[src/rtl/image_write_pkg.sv]
// rtl/image_write_pkg.sv - shared types and config-bus addresses for the image writer
package image_write_pkg;

    // Config-bus register map entries owned by this block.
    localparam int CFG_IW_BASE   = 24;
    localparam int CFG_IW_IMG_W  = 25;
    localparam int CFG_IW_IMG_DH = 26;

    localparam int CNT_DH_W = 16;
    localparam int CNT_W_W  = 32;

    typedef enum logic [3:0] {
        ST_RESET  = 4'b0001,
        ST_CONFIG = 4'b0010,
        ST_ACTIVE = 4'b0100,
        ST_FLUSH  = 4'b1000
    } iw_state_t;

endpackage

[src/rtl/image_write_cnt.sv]
// rtl/image_write_cnt.sv - d/w/h position counter chain with wrap and final-position flag
module image_write_cnt
    import image_write_pkg::*;
(
    input  logic                clk,
    input  logic                rst,
    input  logic                clr,
    input  logic                adv,
    input  logic [CNT_DH_W-1:0] d_max,
    input  logic [CNT_W_W-1:0]  w_max,
    input  logic [CNT_DH_W-1:0] h_max,
    output logic                pos_last
);

    logic [CNT_DH_W-1:0] d_cnt;
    logic [CNT_W_W-1:0]  w_cnt;
    logic [CNT_DH_W-1:0] h_cnt;
    logic                d_last;
    logic                w_last;
    logic                h_last;

    assign d_last   = (d_cnt == d_max);
    assign w_last   = (w_cnt == w_max);
    assign h_last   = (h_cnt == h_max);
    assign pos_last = d_last & w_last & h_last;

    // d is the fastest axis; each slower axis steps when all faster ones wrap.
    always_ff @(posedge clk) begin
        if (rst || clr) begin
            d_cnt <= '0;
            w_cnt <= '0;
            h_cnt <= '0;
        end else if (adv) begin
            d_cnt <= d_last ? '0 : d_cnt + 1'b1;
            if (d_last) begin
                w_cnt <= w_last ? '0 : w_cnt + 1'b1;
                if (w_last) begin
                    h_cnt <= h_last ? '0 : h_cnt + 1'b1;
                end
            end
        end
    end

endmodule

[src/rtl/image_write.sv]
// rtl/image_write.sv - streams image words into image memory at base + linear index
module image_write
    import image_write_pkg::*;
#(
    parameter int CFG_DWIDTH = 32,
    parameter int CFG_AWIDTH = 5,
    parameter int GROUP_NB   = 4,
    parameter int IMG_WIDTH  = 16,
    parameter int MEM_AWIDTH = 16
) (
    input  logic                          clk,
    input  logic                          rst,
    input  logic [CFG_DWIDTH-1:0]         cfg_data,
    input  logic [CFG_AWIDTH-1:0]         cfg_addr,
    input  logic                          cfg_valid,
    input  logic                          next,
    input  logic [GROUP_NB*IMG_WIDTH-1:0] str_bus,
    input  logic                          str_last,
    input  logic                          str_val,
    output logic                          str_rdy,
    output logic                          wr_val,
    output logic [MEM_AWIDTH-1:0]         wr_addr,
    output logic [GROUP_NB*IMG_WIDTH-1:0] wr_data,
    output logic                          done,
    output logic                          err
);

    iw_state_t             state;
    logic                  start_pend;
    logic                  start;
    logic                  xfer;
    logic                  pos_last;
    logic [MEM_AWIDTH-1:0] addr_q;

    logic [MEM_AWIDTH-1:0] base_stg;
    logic [CNT_W_W-1:0]    w_stg;
    logic [CNT_DH_W-1:0]   d_stg;
    logic [CNT_DH_W-1:0]   h_stg;

    logic [CNT_W_W-1:0]    w_max_q;
    logic [CNT_DH_W-1:0]   d_max_q;
    logic [CNT_DH_W-1:0]   h_max_q;

    // Staged values survive reset; they only take effect when a pass starts.
    always_ff @(posedge clk) begin
        if (cfg_valid) begin
            if (cfg_addr == CFG_AWIDTH'(CFG_IW_BASE)) begin
                base_stg <= cfg_data[MEM_AWIDTH-1:0];
            end
            if (cfg_addr == CFG_AWIDTH'(CFG_IW_IMG_W)) begin
                w_stg <= CNT_W_W'(cfg_data);
            end
            if (cfg_addr == CFG_AWIDTH'(CFG_IW_IMG_DH)) begin
                d_stg <= cfg_data[31:16];
                h_stg <= cfg_data[15:0];
            end
        end
    end

    assign start   = (state == ST_CONFIG) && next && !start_pend;
    assign str_rdy = (state == ST_ACTIVE);
    assign xfer    = str_val && str_rdy;

    always_ff @(posedge clk) begin
        if (rst) begin
            state      <= ST_RESET;
            start_pend <= 1'b0;
            addr_q     <= '0;
            w_max_q    <= '0;
            d_max_q    <= '0;
            h_max_q    <= '0;
            wr_val     <= 1'b0;
            wr_addr    <= '0;
            wr_data    <= '0;
            done       <= 1'b0;
            err        <= 1'b0;
        end else begin
            wr_val <= 1'b0;
            done   <= 1'b0;
            if (xfer) begin
                wr_val  <= 1'b1;
                wr_addr <= addr_q;
                wr_data <= str_bus;
                addr_q  <= addr_q + 1'b1;
                if (str_last != pos_last) begin
                    err <= 1'b1;
                end
            end
            case (state)
                ST_RESET: state <= ST_CONFIG;
                ST_CONFIG: begin
                    if (start_pend) begin
                        start_pend <= 1'b0;
                        state      <= ST_ACTIVE;
                    end else if (start) begin
                        start_pend <= 1'b1;
                        addr_q     <= base_stg;
                        w_max_q    <= w_stg;
                        d_max_q    <= d_stg;
                        h_max_q    <= h_stg;
                    end
                end
                ST_ACTIVE: begin
                    if (xfer && pos_last) begin
                        state <= ST_FLUSH;
                        done  <= 1'b1;
                    end
                end
                ST_FLUSH: state <= ST_CONFIG;
                default:  state <= ST_RESET;
            endcase
        end
    end

    image_write_cnt u_cnt (
        .clk      (clk),
        .rst      (rst),
        .clr      (start),
        .adv      (xfer),
        .d_max    (d_max_q),
        .w_max    (w_max_q),
        .h_max    (h_max_q),
        .pos_last (pos_last)
    );

endmodule
[config.mk]
export PLATFORM = sky130hd
export DESIGN_NAME = image_write
export DESIGN_NICKNAME = d
export VERILOG_FILES = /design/src/rtl/image_write_pkg.sv /design/src/rtl/image_write_cnt.sv /design/src/rtl/image_write.sv
export SDC_FILE = /design/constraint.sdc
export NUM_CORES = 1
export LEC_CHECK = 0
export BUFFER_PORTS_ARGS = -buffer_cell sky130_fd_sc_hd__buf_2
export CAP_MARGIN = 20
export CORE_UTILIZATION = 30
export DETAILED_ROUTE_END_ITERATION = 10
export PLACE_DENSITY = 0.59
export SLEW_MARGIN = 25
export SYNTH_ARGS = -nofsm -noshare
export SYNTH_HDL_FRONTEND = slang
export SYNTH_SLANG_ARGS = --single-unit
[constraint.sdc]
create_clock -name clk -period 9.1 [get_ports clk]
set_clock_uncertainty 0.2 [all_clocks]
set_input_delay 1.82 -clock clk [delete_from_list [all_inputs] [get_ports clk]]
set_output_delay 1.82 -clock clk [all_outputs]
set_load 0.1 [all_outputs]
# Word-level counts from Yosys, hierarchy flattened
# Cells that the tools add are included.
# op_classes
addsub	4
eq_ne	13
muxes	14
bitwise_logic	4
n_reduce_logical	16
# ops
op	count
2-to-1 mux 16 bit	6
adder 16 x 1 -> 16 bit, second input constant	3
adder 32 x 1 -> 32 bit, second input constant	1
== test 16 bit	2
== test 32 bit	1
2-to-1 mux 32 bit	1
== test 5 bit, second input constant	3
case mux 4 bit (3 select lines)	1
AND reduction 2 bit	6
2-to-1 mux 4 bit	2
AND reduction 3 bit	2
== test 4 x 1 -> 1 bit, second input constant	1
== test 4 x 2 -> 1 bit, second input constant	1
== test 4 x 3 -> 1 bit, second input constant	1
== test 4 bit, second input constant	1
logical AND 1 bit	4
2-to-1 mux 1 bit	4
OR reduction 2 bit	2
bitwise AND 1 bit	2
!= test 2 x 1 -> 1 bit, second input constant	1
!= test 2 bit, second input constant	1
NOT 1 bit	2
logical NOT 1 bit	1
logical OR 1 bit	1
!= test 1 bit	1
# totals
register_bits	312
input_bits	107
output_inout_bits	84

# Depth between registers and ports, before layout
# logic_depth
depth_word	6
ltp_mapped	10
mapped_depth_nobuf	7

# Modules after synthesis
# Synthesis repeated with hierarchy kept, for this count alone.
# hier_totals
hier_cells	1342
hier_area_um2	12632.1
# modules_own_cells
mod	instances	cells_each	area_per_inst_um2	seq_area_each_um2
image_write	1	850	8498.2	5765.5
image_write_cnt	1	492	4134.0	1281.2

# Least setup slack after synthesis
# OpenSTA, ideal clock, no wires.
# synth_timing
path_kind	input port to flip-flop
startpoint	in cfg_addr[2]
endpoint	reg w_stg[0] (enable)
setup_time_ps	468
arrival_time_ps	4457
required_time_ps	8432
path_slack_ps	3976
cell_stages	2
path_buffers	0
path_cell_list	nand4b_1 > nor3b_1
# synth_between
elab_chain_cells	2
# synth_lines
item	line	rtl
start, declared	image_write.sv:14	input logic [CFG_AWIDTH-1:0] cfg_addr,
== test 5 bit	image_write.sv:50	if (cfg_addr == CFG_AWIDTH'(CFG_IW_IMG_W)) begin
AND reduction 2 bit (no line)	-	
end signal, assigned	image_write.sv:51	w_stg <= CNT_W_W'(cfg_data);
end, declared	image_write.sv:36	logic [CNT_W_W-1:0] w_stg;
# Every way passes these cells.
# A chain may end at the register's enable or synchronous reset.

# Final worst setup path
# layout_timing
startpoint	reg state[2]
endpoint	out str_rdy
# layout_between
elab_chain_cells	1
# layout_lines
item	line	rtl
start, declared	image_write.sv:28	iw_state_t state;
start signal, assigned	image_write.sv:66	state <= ST_RESET;
start signal, assigned	image_write.sv:90	ST_RESET: state <= ST_CONFIG;
start signal, assigned	image_write.sv:94	state <= ST_ACTIVE;
== test 4 x 3 -> 1 bit	image_write.sv:61	assign str_rdy = (state == ST_ACTIVE);
end, declared	image_write.sv:20	output logic str_rdy,
# Every way passes these cells.

==> flow_metrics.env <==
export IMPL_numCtsBuffers=34
export IMPL_p_comb_share_pct=4.3
export IMPL_synthMuxAreaShare_pct=0
export IMPL_fin_area_um2=14800
export IMPL_tightest_slew_ps=966
export IMPL_async_flop_share_pct=0
export IMPL_seqCellArea_um2=7050
export IMPL_start_util_pct=30.6
export IMPL_antenna_left=0
export IMPL_post_cts_setup_buffer_count=0
export IMPL_path_max_fanout=6
export IMPL_synthTopCellsByArea="dfxtp_1, edfxtp_1, nand2_1"
export IMPL_grt_antenna_before_repair=1
export IMPL_multiInputGateArea_um2=4850
export IMPL_cp_required_ps=7080
export IMPL_critical_path_class="flip-flop to output pin"
export IMPL_drc_errors=0
export IMPL_critical_path_arrival_ps=2070
export IMPL_die_height_um=204
export IMPL_synth_top_family_by_area="simple AND/OR/NAND/NOR gates"
export IMPL_slew_headroom_pct=35.6
export IMPL_wl_mm=30.9
export IMPL_synth_simple_area_share_pct=21.0
export IMPL_syn_avg_cell_area_um2=9.39
export IMPL_hold_path_class="flip-flop to flip-flop"
export IMPL_hold_buffers=0
export IMPL_drive_gt1_share_pct=18.6
export IMPL_vias_per_cell=4.71
export IMPL_critPathTopFamily="simple AND/OR/NAND/NOR gates"
export IMPL_synth_seq_area_share_pct=57.7
export IMPL_hold_depth=2
export IMPL_grt_pass1_vias=9211
export IMPL_cts_max_level=2
export IMPL_switchingPower_uw=656
export IMPL_synth_ff_type="dfxtp_1"
export IMPL_period_needed_ps=4090
export IMPL_setup_viol=0
export IMPL_power_share_clock_pct=48.1
export IMPL_clkTransAtPathRegs_ps=60
export IMPL_place_area_um2=13600
export IMPL_synthTopCellsByCount="nand2_1, dfxtp_1, a21oi_1"
export IMPL_synth_top_area_share_pct=38.0
export IMPL_fp_dieW_um=204
export IMPL_rsz0062_at_grt="no"
export IMPL_leakagePower_uw=0.00537
export IMPL_synth_xor_area_share_pct=7.88
export IMPL_synthToLayoutAreaGrowth_pct=21.5
export IMPL_cts_root_buf="clkbuf_16"
export IMPL_syn_area_um2=12200
export IMPL_ctsResizeCount=0
export IMPL_synth_compound_area_share_pct=10.2
export IMPL_clk_latency_ps=520
export IMPL_critPathSlowestCell="or4b_4"
export IMPL_synthAdderAreaFrac_pct=0.410
export IMPL_r2r_cells=7
export IMPL_drt_initial_drc_count=568
export IMPL_p_per_area_nw_per_um2=206
export IMPL_vias=9488
export IMPL_fin_crit_sh_pct=44.9
export IMPL_critPathCaptureType="output pin"
export IMPL_swShare_pct=21.5
export IMPL_cts_tree="done"
export IMPL_cts_sinks=312
export IMPL_grt_usage_pct=14.8
export IMPL_drtPass1Iterations=5
export IMPL_ir_worst_vdd_mv=0.245
export IMPL_fill_cells=4061
export IMPL_wl_per_cell_um=15.3
export IMPL_internal_power_uw=2400
export IMPL_cp_start_kind="flip-flop"
export IMPL_grt_start_max_net_pins=97
export IMPL_setup_tns_ps=0
export IMPL_ys_seq_elements=312
export IMPL_io_buffers=190
export IMPL_synthCells=1302
export IMPL_synth_top_cell_by_area="dfxtp_1"
export IMPL_ys_warn_count=0
export IMPL_grt_remaining_overflow=0
export IMPL_maxCapViolations=0
export IMPL_max_freq_mhz=244
export IMPL_synth_cell_type_count=47
export IMPL_clockBufferDepth=3
export IMPL_grt_pass1_wl_mm=49.5
export IMPL_yosysMostFrequentCell="nand2_1"
export IMPL_maxSlewViolCount=0
export IMPL_hold_violations=0
export IMPL_slowest_delay_ps=580
export IMPL_rows=73
export IMPL_synth_edf_count=80
export IMPL_dp_final_hpwl_mm=20.6
export IMPL_cp_num_buf_inv=2
export IMPL_pwr_share_seq_pct=47.6
export IMPL_layout_nets=1574
export IMPL_dieArea_um2=41500
export IMPL_crit_path_cell_trace="or4b_4 -> clkinv_4 -> buf_2"
export IMPL_status="finished clean"
export IMPL_gp_congestion=0.824
export IMPL_path_depth=3
export IMPL_pin_count=191
export IMPL_syn_nets=1413
export IMPL_core_area_um2=39900
cells by family (layout without fill, tap and decap cells):
logic type,Yosys count,in the layout
compound gates,233,233
xor+xnor,110,110
other cells,0,2
simple gates,555,555
flops,312,312
fa+ha+maj,4,4
buf+inv,88,273
routing by layer:
metal	track usage (%)	part of all wire (%)
met5	0	0
met3	2.68	4.6
met1	20.1	47
met4	4.16	1.7
met2	24.0	47
tightest hold or removal path, stage by stage, from the launching register on:
cell	delay, ps
dfxtp_1	300
nand2_1	50
a21oi_1	50
final cells by class:
| class | instances | area share (%) |
|---|---|---|
| Clock buffer | 45 | 6.70 |
| Sequential cell | 312 | 47.5 |
| Multi-Input combinational cell | 902 | 32.7 |
| Timing Repair Buffer | 201 | 7.00 |
| Antenna cell | 2 | 0.0337 |
| Tap cell | 525 | 4.42 |
| Clock inverter | 15 | 1.38 |
| Inverter | 12 | 0.337 |
through the flow:
| stage | std cells | power, uW | setup slack [ps] | util, % | hold WS, ps |
|---|---|---|---|---|---|
| final | 2014 | 3050 | 5010 | 37.2 | 250 |
| after global routing | 2012 | 3160 | 4940 | 37.2 | 270 |
| after CTS | 2012 | 3090 | 4990 | 37.2 | 252 |
| after detailed placement | 1952 | 1620 | 4630 | 34.2 | 243 |
| after global placement | 1952 | 1610 | 4670 | 34.2 | 239 |
| after floorplan | 1302 | 1560 | 3980 | - | 244 |
final timing paths:
check / to / slack [ps] / startpoint
worst max register to register: u_cnt.w_cnt[29]$_SDFFE_PP0P_ / 5840 / state[2]$_SDFFE_PP0P_
worst max-delay path: str_rdy / 5010 / state[2]$_SDFFE_PP0P_
worst min register to register: wr_data[50]$_SDFFE_PP0P_ / 250 / wr_data[50]$_SDFFE_PP0P_
worst min-delay path: wr_data[50]$_SDFFE_PP0P_ / 250 / wr_data[50]$_SDFFE_PP0P_
state kept, by name (all words and copies together) (netlist names), 32 cells and up:
| name | cells |
|---|---|
| wr_data | 64 |
| u_cnt.w_cnt | 32 |
| w_max_q | 32 |
| w_stg | 32 |
placed cells by master, fill, tap and decap left out, types with 3 or more instances in the layout:
master     synthesis  layout
inv_1             11      11
clkbuf_8           0       6
nand4_1           28      28
o21ai_0           24      24
or3_1             24      24
a211oi_1          12      12
nand3_1           21      21
xor2_1            48      48
bufinv_16          0       5
xnor2_1           62      62
nand2b_1           4       4
buf_2              4     189
clkinv_2           0       4
a21oi_1          178     178
buf_4              0      11
dfxtp_1          232     232
o22ai_1            3       3
nor4_1            13      13
o31ai_1           11      11
clkbuf_16          0      36
clkinv_1           0       3
or4_1              8       8
clkbuf_1          66       3
nand2_1          335     334
ha_1               4       4
or2_2              4       4
and3_1             5       5
nor3_1            16      15
nor2_1            66      65
and4_1             8       8
edfxtp_1          80      80
power by group through the flow:
stage	sequential [uW]	clock, uW	combinational (uW)
3_5_place_dp	1480	0	131
6_report	1450	1470	131
2_1_floorplan	1480	0	77.4
4_1_cts	1450	1500	132
5_1_grt	1460	1560	145
3_3_place_gp	1480	0	131
Note: power is estimated with default switching activity, not from simulation.
